[config.mk]
export PLATFORM = sky130hd
export DESIGN_NAME = alu_mc
export DESIGN_NICKNAME = d
export VERILOG_FILES = /design/src/rtl/alu_mc.sv
export SDC_FILE = /design/constraint.sdc
export NUM_CORES = 1
export LEC_CHECK = 0
export BUFFER_PORTS_ARGS = -buffer_cell sky130_fd_sc_hd__buf_2
export CORE_ASPECT_RATIO = 0.8
export CORE_MARGIN = 5
export CORE_UTILIZATION = 50
export DETAILED_ROUTE_END_ITERATION = 16
export PLACE_DENSITY_LB_ADDON = 0.15
export RECOVER_POWER = 50
export SLEW_MARGIN = 20
export SYNTH_ARGS = -nofsm -noshare
export SYNTH_HDL_FRONTEND = slang
export SYNTH_SLANG_ARGS = --single-unit
export TNS_END_PERCENT = 20
[constraint.sdc]
create_clock -name clk -period 6.45 [get_ports clk]
set_clock_uncertainty 0.05 [all_clocks]
set_input_delay 0.9675 -clock clk [delete_from_list [all_inputs] [get_ports clk]]
set_output_delay 0.9675 -clock clk [all_outputs]
set_load 0.05 [all_outputs]
[src/rtl/alu_mc.sv]
// -----------------------------------------------------------------------------
// alu_mc -- multi-cycle execute unit for the EX stage.
//
// Single-cycle integer ops (add/sub/slt/sltu/and/nor/or/xor/sll/srl/sra/lui)
// complete with latency 1. MULT/MULTU/DIV/DIVU iterate one bit per cycle over
// operand magnitudes (radix-2 shift-add / restoring divide) and finish with a
// two-word result after XLEN busy cycles (out_valid at accept+XLEN+1).
//
// Build option:
//   ALU_MC_FAST_MUL_EN  when defined, MULT/MULTU use a combinational
//                       XLEN x XLEN multiplier and retire with latency 1.
//                       Division is unaffected.
//
// Ports:
//   clk        rising-edge clock
//   resetn     synchronous active-low reset
//   flush      abort any op in flight (wins over accept and retire)
//   in_valid   op/operands presented
//   in_ready   unit idle, can accept an op
//   op         4-bit operation code
//   opr1       rs operand / shift amount source
//   opr2       rt operand / shifted value / lui immediate
//   out_valid  result valid
//   out_ready  consumer takes the result
//   res        result; low product / quotient for mul/div
//   res_hi     high product / remainder; 0 for simple ops
//   busy       iterative op in progress
// -----------------------------------------------------------------------------
module alu_mc #(
    parameter int XLEN = 32,
    parameter int SHW  = $clog2(XLEN)
) (
    input  logic            clk,
    input  logic            resetn,
    input  logic            flush,
    input  logic            in_valid,
    output logic            in_ready,
    input  logic [3:0]      op,
    input  logic [XLEN-1:0] opr1,
    input  logic [XLEN-1:0] opr2,
    output logic            out_valid,
    input  logic            out_ready,
    output logic [XLEN-1:0] res,
    output logic [XLEN-1:0] res_hi,
    output logic            busy
);

    localparam logic [1:0] ST_IDLE = 2'd0;
    localparam logic [1:0] ST_BUSY = 2'd1;
    localparam logic [1:0] ST_DONE = 2'd2;

    localparam logic [3:0] OP_ADD   = 4'd0;
    localparam logic [3:0] OP_SUB   = 4'd1;
    localparam logic [3:0] OP_SLT   = 4'd2;
    localparam logic [3:0] OP_SLTU  = 4'd3;
    localparam logic [3:0] OP_AND   = 4'd4;
    localparam logic [3:0] OP_NOR   = 4'd5;
    localparam logic [3:0] OP_OR    = 4'd6;
    localparam logic [3:0] OP_XOR   = 4'd7;
    localparam logic [3:0] OP_SLL   = 4'd8;
    localparam logic [3:0] OP_SRL   = 4'd9;
    localparam logic [3:0] OP_SRA   = 4'd10;
    localparam logic [3:0] OP_LUI   = 4'd11;
    localparam logic [3:0] OP_MULT  = 4'd12;
    localparam logic [3:0] OP_MULTU = 4'd13;
    localparam logic [3:0] OP_DIV   = 4'd14;
    localparam logic [3:0] OP_DIVU  = 4'd15;

    localparam logic [SHW-1:0] CNT_LAST = SHW'(XLEN - 1);

    // ---------------------------------------------------------------- state
    logic [1:0]      state_q,   state_d;
    logic [SHW-1:0]  cnt_q,     cnt_d;
    logic            is_div_q,  is_div_d;
    logic            neg_res_q, neg_res_d;   // negate product / quotient
    logic            neg_rem_q, neg_rem_d;   // negate remainder
    logic            dbz_q,     dbz_d;       // divide by zero
    logic [XLEN-1:0] dvd_q,     dvd_d;       // raw dividend for div-by-zero
    logic [XLEN-1:0] acc_hi_q,  acc_hi_d;    // partial product hi / remainder
    logic [XLEN-1:0] acc_lo_q,  acc_lo_d;    // multiplier bits / quotient bits
    logic [XLEN-1:0] mcand_q,   mcand_d;     // multiplicand / divisor magnitude
    logic [XLEN-1:0] res_q,     res_d;
    logic [XLEN-1:0] res_hi_q,  res_hi_d;

    // ------------------------------------------------------ input decoding
    logic            is_muldiv;
    logic            is_div_op;
    logic            is_signed_op;
    logic            a_neg, b_neg;
    logic [XLEN-1:0] a_mag, b_mag;
    logic [XLEN:0]   diff;
    logic [SHW-1:0]  shamt;
    logic            lt_s;
    logic [XLEN-1:0] simple_res;

    always_comb begin
        is_muldiv    = (op == OP_MULT) || (op == OP_MULTU) ||
                       (op == OP_DIV)  || (op == OP_DIVU);
        is_div_op    = (op == OP_DIV)  || (op == OP_DIVU);
        is_signed_op = (op == OP_MULT) || (op == OP_DIV);
        a_neg        = is_signed_op & opr1[XLEN-1];
        b_neg        = is_signed_op & opr2[XLEN-1];
        a_mag        = a_neg ? -opr1 : opr1;
        b_mag        = b_neg ? -opr2 : opr2;
        // One subtractor serves SUB, SLTU (borrow out) and SLT (sign).
        diff         = {1'b0, opr1} - {1'b0, opr2};
        shamt        = opr1[SHW-1:0];
        // Signs differ: the negative operand is smaller. Signs equal: no
        // overflow is possible, so the difference sign decides.
        lt_s         = (opr1[XLEN-1] != opr2[XLEN-1]) ? opr1[XLEN-1] : diff[XLEN-1];
    end

    always_comb begin
        simple_res = '0;
        case (op)
            OP_ADD:  simple_res = opr1 + opr2;
            OP_SUB:  simple_res = diff[XLEN-1:0];
            OP_SLT:  simple_res = {{(XLEN-1){1'b0}}, lt_s};
            OP_SLTU: simple_res = {{(XLEN-1){1'b0}}, diff[XLEN]};
            OP_AND:  simple_res = opr1 & opr2;
            OP_NOR:  simple_res = ~(opr1 | opr2);
            OP_OR:   simple_res = opr1 | opr2;
            OP_XOR:  simple_res = opr1 ^ opr2;
            OP_SLL:  simple_res = opr2 << shamt;
            OP_SRL:  simple_res = opr2 >> shamt;
            OP_SRA:  simple_res = $signed(opr2) >>> shamt;
            OP_LUI:  simple_res = {opr2[XLEN/2-1:0], {(XLEN/2){1'b0}}};
            default: simple_res = '0;
        endcase
    end

`ifdef ALU_MC_FAST_MUL_EN
    logic [2*XLEN-1:0] fm_a, fm_b, fm_p;

    always_comb begin
        fm_a = is_signed_op ? {{XLEN{opr1[XLEN-1]}}, opr1} : {{XLEN{1'b0}}, opr1};
        fm_b = is_signed_op ? {{XLEN{opr2[XLEN-1]}}, opr2} : {{XLEN{1'b0}}, opr2};
        // Product of the extended operands, taken mod 2^(2*XLEN), is the
        // exact signed or unsigned full product.
        fm_p = fm_a * fm_b;
    end
`endif

    // ------------------------------------------------------ iteration step
    logic [XLEN:0]     mul_sum;
    logic [XLEN:0]     div_shift;
    logic [XLEN-1:0]   div_diff;
    logic              div_ge;
    logic [XLEN-1:0]   step_hi, step_lo;
    logic [2*XLEN-1:0] prod_mag, prod_fix;
    logic [XLEN-1:0]   quo_fix, rem_fix;

    always_comb begin
        // Multiply: add multiplicand when the current multiplier bit is set,
        // then shift {carry, hi, lo} right by one. lo fills with product bits.
        mul_sum   = {1'b0, acc_hi_q} + ({1'b0, mcand_q} & {(XLEN+1){acc_lo_q[0]}});
        // Divide: bring the next dividend bit into the remainder, subtract the
        // divisor if it fits. The remainder stays below the divisor, so the
        // low XLEN bits of the difference are exact when it fits.
        div_shift = {acc_hi_q, acc_lo_q[XLEN-1]};
        div_ge    = (div_shift >= {1'b0, mcand_q});
        div_diff  = div_shift[XLEN-1:0] - mcand_q;

        if (is_div_q) begin
            step_hi = div_ge ? div_diff : div_shift[XLEN-1:0];
            step_lo = {acc_lo_q[XLEN-2:0], div_ge};
        end else begin
            step_hi = mul_sum[XLEN:1];
            step_lo = {mul_sum[0], acc_lo_q[XLEN-1:1]};
        end

        prod_mag = {step_hi, step_lo};
        prod_fix = neg_res_q ? -prod_mag : prod_mag;
        // MIN / -1 needs no special case: |MIN| = MIN, and negating MIN
        // again yields MIN with a zero remainder.
        quo_fix  = neg_res_q ? -step_lo : step_lo;
        rem_fix  = neg_rem_q ? -step_hi : step_hi;
    end

    // --------------------------------------------------------- next state
    always_comb begin
        state_d   = state_q;
        cnt_d     = cnt_q;
        is_div_d  = is_div_q;
        neg_res_d = neg_res_q;
        neg_rem_d = neg_rem_q;
        dbz_d     = dbz_q;
        dvd_d     = dvd_q;
        acc_hi_d  = acc_hi_q;
        acc_lo_d  = acc_lo_q;
        mcand_d   = mcand_q;
        res_d     = res_q;
        res_hi_d  = res_hi_q;

        if (flush) begin
            state_d = ST_IDLE;
            cnt_d   = '0;
        end else begin
            case (state_q)
                ST_IDLE: begin
                    if (in_valid) begin
                        cnt_d     = '0;
                        is_div_d  = is_div_op;
                        neg_res_d = a_neg ^ b_neg;
                        neg_rem_d = a_neg;
                        dbz_d     = (opr2 == '0);
                        dvd_d     = opr1;
                        if (is_div_op) begin
                            acc_hi_d = '0;
                            acc_lo_d = a_mag;
                            mcand_d  = b_mag;
                            state_d  = ST_BUSY;
                        end else if (is_muldiv) begin
`ifdef ALU_MC_FAST_MUL_EN
                            res_d    = fm_p[XLEN-1:0];
                            res_hi_d = fm_p[2*XLEN-1:XLEN];
                            state_d  = ST_DONE;
`else
                            acc_hi_d = '0;
                            acc_lo_d = b_mag;
                            mcand_d  = a_mag;
                            state_d  = ST_BUSY;
`endif
                        end else begin
                            res_d    = simple_res;
                            res_hi_d = '0;
                            state_d  = ST_DONE;
                        end
                    end
                end
                ST_BUSY: begin
                    acc_hi_d = step_hi;
                    acc_lo_d = step_lo;
                    cnt_d    = cnt_q + SHW'(1);
                    if (cnt_q == CNT_LAST) begin
                        state_d = ST_DONE;
                        cnt_d   = '0;
                        if (!is_div_q) begin
                            res_d    = prod_fix[XLEN-1:0];
                            res_hi_d = prod_fix[2*XLEN-1:XLEN];
                        end else if (dbz_q) begin
                            res_d    = '1;
                            res_hi_d = dvd_q;
                        end else begin
                            res_d    = quo_fix;
                            res_hi_d = rem_fix;
                        end
                    end
                end
                ST_DONE: begin
                    if (out_ready) begin
                        state_d = ST_IDLE;
                    end
                end
                default: state_d = ST_IDLE;
            endcase
        end
    end

    always_ff @(posedge clk) begin
        if (!resetn) begin
            state_q   <= ST_IDLE;
            cnt_q     <= '0;
            is_div_q  <= 1'b0;
            neg_res_q <= 1'b0;
            neg_rem_q <= 1'b0;
            dbz_q     <= 1'b0;
            dvd_q     <= '0;
            acc_hi_q  <= '0;
            acc_lo_q  <= '0;
            mcand_q   <= '0;
            res_q     <= '0;
            res_hi_q  <= '0;
        end else begin
            state_q   <= state_d;
            cnt_q     <= cnt_d;
            is_div_q  <= is_div_d;
            neg_res_q <= neg_res_d;
            neg_rem_q <= neg_rem_d;
            dbz_q     <= dbz_d;
            dvd_q     <= dvd_d;
            acc_hi_q  <= acc_hi_d;
            acc_lo_q  <= acc_lo_d;
            mcand_q   <= mcand_d;
            res_q     <= res_d;
            res_hi_q  <= res_hi_d;
        end
    end

    assign in_ready  = (state_q == ST_IDLE);
    assign out_valid = (state_q == ST_DONE);
    assign busy      = (state_q == ST_BUSY);
    assign res       = res_q;
    assign res_hi    = res_hi_q;

endmodule

==> reports/summary.json <==
{
  "synth_largest_type_area_fraction_pct": 16.2,
  "ctsLongestPathBuffers": 3,
  "detail_route.wirelength_um": 125000,
  "setup.worst_path.class": "flop to flop",
  "violations": "capacitance limit, slew limit",
  "ys_warn_count": 0,
  "worstHoldPathType": "flop to flop",
  "synth.yosys.seq_area_share_pct": 16.2,
  "grt.met1_usage_pct": 66.7,
  "grt_pass1_wl_um": 181000,
  "synthFlopType": "sky130_fd_sc_hd__dfxtp_1",
  "shortest_clock_period_the_worst_path_allows_after_layout_ns": 6.09,
  "ys_async_sr_fraction_pct": 0,
  "drc": 0,
  "gr-usage-met3_pct": 16.0,
  "root_buffer": "sky130_fd_sc_hd__clkbuf_16",
  "count_of_routing_violations_after_the_opening_detailed_route_iteration": 5119,
  "final_common_cell": "sky130_fd_sc_hd__nand2_1",
  "worst_skew_pair.late_latency_ns": 0.55,
  "max_slew_margin_pct": -85.4,
  "grt-busiest-layer": "met1",
  "cts.repair_timing.setup_buffer_count": 0,
  "timing.final.crit_share_pct": 94.5,
  "design.core.area_um2": 49700,
  "layout-drive-gt1-share_pct": 8.59,
  "dpl_cell_area_um2": 26700,
  "ys_seq_elements": 203,
  "globalRoute.totalOverflow": 0,
  "detail_route.wl_per_cell_um": 28.2,
  "synthesis.instances": 3706,
  "clock_sinks": 203,
  "design.final.nets": 3977,
  "initial_core_util_pct": 50.6,
  "final-seq-area_um2": 4070,
  "cp_data_required_time_ns": 6.88,
  "layout_area_growth_over_synthesis_pct": 8.85,
  "max_freq_mhz": 164,
  "cts_tree": "built",
  "cp_cell_sequence": "inv_1 -> ha_1 -> a31o_2 -> a21oi_1 -> o21ai_1 -> o2111ai_1 -> o211ai_1 -> nor3_1 -> o21bai_1 -> ha_1 -> o21ai_0 -> or2_2 -> or2_2 -> nand2b_1 -> nand2b_1 -> nand2b_1 -> o31ai_1 -> xor2_1 -> nor2_1 -> a21oi_1 -> a22o_1",
  "setup.worst_path.start_class": "flop",
  "vias_per_cell": 6.88,
  "crit_path_max_incr_delay_ns": 0.52,
  "arrival_ns": 6.52,
  "ant_nets": 0,
  "via_count": 30500,
  "die_area_um2": 54900,
  "mappedNetlistNets": 3949,
  "final.fill_count": 5186,
  "htree_num_levels": 1,
  "grt_antenna_before_repair": 12,
  "timing_worst_slew_pin_value_ns": 2.78,
  "cts_buffers": 22,
  "synth_enable_flop_cells": 0,
  "critical-path-slowest-cell": "sky130_fd_sc_hd__nand2b_1",
  "commonest_cells_after_routing_fill_and_taps_aside": "sky130_fd_sc_hd__nand2_1 (454), sky130_fd_sc_hd__a21oi_1 (440), sky130_fd_sc_hd__nor2_1 (392), sky130_fd_sc_hd__o21ai_0 (264), sky130_fd_sc_hd__dfxtp_1 (201)",
  "maxCapViolations": 3,
  "post_synth_num_cell_types": 91,
  "timing_max_transition_violations_final": 116,
  "netlist_top_cells_area": "sky130_fd_sc_hd__dfxtp_1 (16%), sky130_fd_sc_hd__a21oi_1 (8.8%), sky130_fd_sc_hd__ha_1 (8.2%), sky130_fd_sc_hd__nand2_1 (6.8%), sky130_fd_sc_hd__nor2_1 (5.9%)",
  "max_vdd_drop_mv": 0.191,
  "floorplan.rows": 73,
  "run_status": "complete, but fails checks",
  "critPathTopFamily": "compound AO/OA/AOI/OAI gates",
  "met2_usage_pct": 53.8,
  "cp_common_cell": "sky130_fd_sc_hd__nand2b_1",
  "floorplan.die.width_um": 261,
  "globalRouteTotalUtil_pct": 43.0,
  "power_per_cell_area_nw_per_um2": 161,
  "static-leakage-power_nw": 11.1,
  "dr.pass1.iters": 9,
  "rsz_0062_raised_after_global_routing": "false",
  "grt_pass1_vias": 26700,
  "ioPinCount": 140,
  "worst-path-buf-inv": 1,
  "final-setup-viol-count": 0,
  "timing.critical_path.to_type": "flop",
  "avgSynthCellArea_um2": 6.79,
  "die_h_um": 211,
  "multi_input_area_um2": 19500,
  "setup_tns_ns": 0,
  "detailedPlacementHpwl_um": 98300,
  "place_congestion": 1.10,
  "portBuffers": 139,
  "synth.largest_area_cell": "sky130_fd_sc_hd__dfxtp_1",
  "largest_net_degree_at_the_start_of_global_routing": 77,
  "final_hold_viol_count": 0,
  "design_area_um2": 27400,
  "synth_area_um2": 25200,
  "cp_max_fo": 10,
  "cts.reportedPaths.clkPinSlew_ns": 0.07
}
-- worst register-to-register path, stage by stage, from the launching register on --
cell	delay [ns]
sky130_fd_sc_hd__dfxtp_1	0.35
sky130_fd_sc_hd__inv_1	0.05
sky130_fd_sc_hd__ha_1	0.36
sky130_fd_sc_hd__a31o_2	0.28
sky130_fd_sc_hd__a21oi_1	0.28
sky130_fd_sc_hd__o21ai_1	0.17
sky130_fd_sc_hd__o2111ai_1	0.44
sky130_fd_sc_hd__o211ai_1	0.16
sky130_fd_sc_hd__nor3_1	0.45
sky130_fd_sc_hd__o21bai_1	0.28
sky130_fd_sc_hd__ha_1	0.23
sky130_fd_sc_hd__o21ai_0	0.12
sky130_fd_sc_hd__or2_2	0.32
sky130_fd_sc_hd__or2_2	0.33
sky130_fd_sc_hd__nand2b_1	0.26
sky130_fd_sc_hd__nand2b_1	0.34
sky130_fd_sc_hd__nand2b_1	0.52
sky130_fd_sc_hd__o31ai_1	0.40
sky130_fd_sc_hd__xor2_1	0.17
sky130_fd_sc_hd__nor2_1	0.05
sky130_fd_sc_hd__a21oi_1	0.28
sky130_fd_sc_hd__a22o_1	0.17
-- layer usage --
metal | vias up | wire, um
li1 | 13500 | -
met1 | 14400 | 54600
met2 | 2376 | 44800
met3 | 241 | 21100
met4 | 10 | 4250
met5 | - | 174
-- path summary, 6_finish.rpt --
check        slack [ns]       start  depth (start not counted)   endpoint
min reg2reg        0.41   dvd_q[26]                          2  dvd_q[26]
max reg2reg        0.36  mcand_q[4]                         21  res_hi[8]
max                0.36  mcand_q[4]                         21  res_hi[8]
min                0.41   dvd_q[26]                          2  dvd_q[26]
-- synth_stat cells (14+ instances only) --
cell type                  count
sky130_fd_sc_hd__and2_1       49
sky130_fd_sc_hd__dfxtp_1     203
sky130_fd_sc_hd__buf_1        29
sky130_fd_sc_hd__nor2_1      394
sky130_fd_sc_hd__mux2_2       19
sky130_fd_sc_hd__nor4_1       14
sky130_fd_sc_hd__or2_2        19
sky130_fd_sc_hd__o21a_1       15
sky130_fd_sc_hd__nor3_1       75
sky130_fd_sc_hd__a221oi_1     27
sky130_fd_sc_hd__o31ai_1      41
sky130_fd_sc_hd__a31oi_1      45
sky130_fd_sc_hd__o22ai_1      20
sky130_fd_sc_hd__o21ai_1      16
sky130_fd_sc_hd__a211oi_1     75
sky130_fd_sc_hd__and3_1       24
sky130_fd_sc_hd__inv_1       157
sky130_fd_sc_hd__xor2_1       40
sky130_fd_sc_hd__a22oi_1      44
sky130_fd_sc_hd__o41ai_1      16
sky130_fd_sc_hd__o21bai_1     19
sky130_fd_sc_hd__o221ai_1     23
sky130_fd_sc_hd__or3_1        24
sky130_fd_sc_hd__nand3_1      79
sky130_fd_sc_hd__a21o_1       40
sky130_fd_sc_hd__ha_1        165
sky130_fd_sc_hd__mux2i_1     125
sky130_fd_sc_hd__nor2b_1      30
sky130_fd_sc_hd__clkbuf_1    228
sky130_fd_sc_hd__nand4_1      33
sky130_fd_sc_hd__o211ai_1     47
sky130_fd_sc_hd__xnor2_1     153
sky130_fd_sc_hd__nand2_1     455
sky130_fd_sc_hd__nand2b_1     33
sky130_fd_sc_hd__o21ai_0     265
sky130_fd_sc_hd__a21oi_1     440
-- registers in the layout, summed over array words and instances, names as in the netlist, 2 cells and up --
register,count
state_q,2
cnt_q,5
acc_lo_q,32
acc_hi_q,32
mcand_q,32
dvd_q,32
res,32
res_hi,32
-- where the power goes --
| group | internal [W] | switching (W) |
|---|---|---|
| registers | 0.00129 | 0.0000351 |
| clock network | 0.000795 | 0.000605 |
| logic | 0.000514 | 0.00117 |
-- layout make-up --
type | count | area share, %
Multi-Input combinational cell | 3076 | 71.2
Sequential cell | 203 | 14.9
Timing Repair Buffer | 271 | 5.80
Tap cell | 675 | 3.09
Clock buffer | 30 | 2.38
Inverter | 160 | 2.20
Clock inverter | 10 | 0.443
Antenna cell | 3 | 0.0274
-- kinds of logic after synthesis --
logic type | after synthesis | share of synthesized area [%]
xor gates and xnor gates | 193 | 6.72
buffers and inverters | 427 | 6.47
AOI/OAI and AO/OA | 1284 | 32.2
DFF | 203 | 16.2
adders and majority gates | 170 | 8.61
and+or+nand+nor | 1273 | 22.9
muxes | 156 | 6.90
-- metrics by stage --
step                      setup WS, ns  utilization, %  instances  hold WS [ns]  total power (W)
after floorplan                 0.0846               -       3706         0.381          0.00236
after detailed placement         0.375            53.7       4384         0.391          0.00293
after global placement           0.455            53.7       4384         0.391          0.00294
after global routing             0.107            55.1       4427         0.421          0.00452
final                            0.357            55.1       4428         0.409          0.00440
after CTS                        0.440            55.3       4424         0.406          0.00431
-- repair_timing --
item                                    in CTS  in global routing
endpoints found under the setup margin       0                  4
hold buffers                                 0                  0
gates resized for setup                      0                  1
No activity file was read; power rests on OpenSTA's default activity.
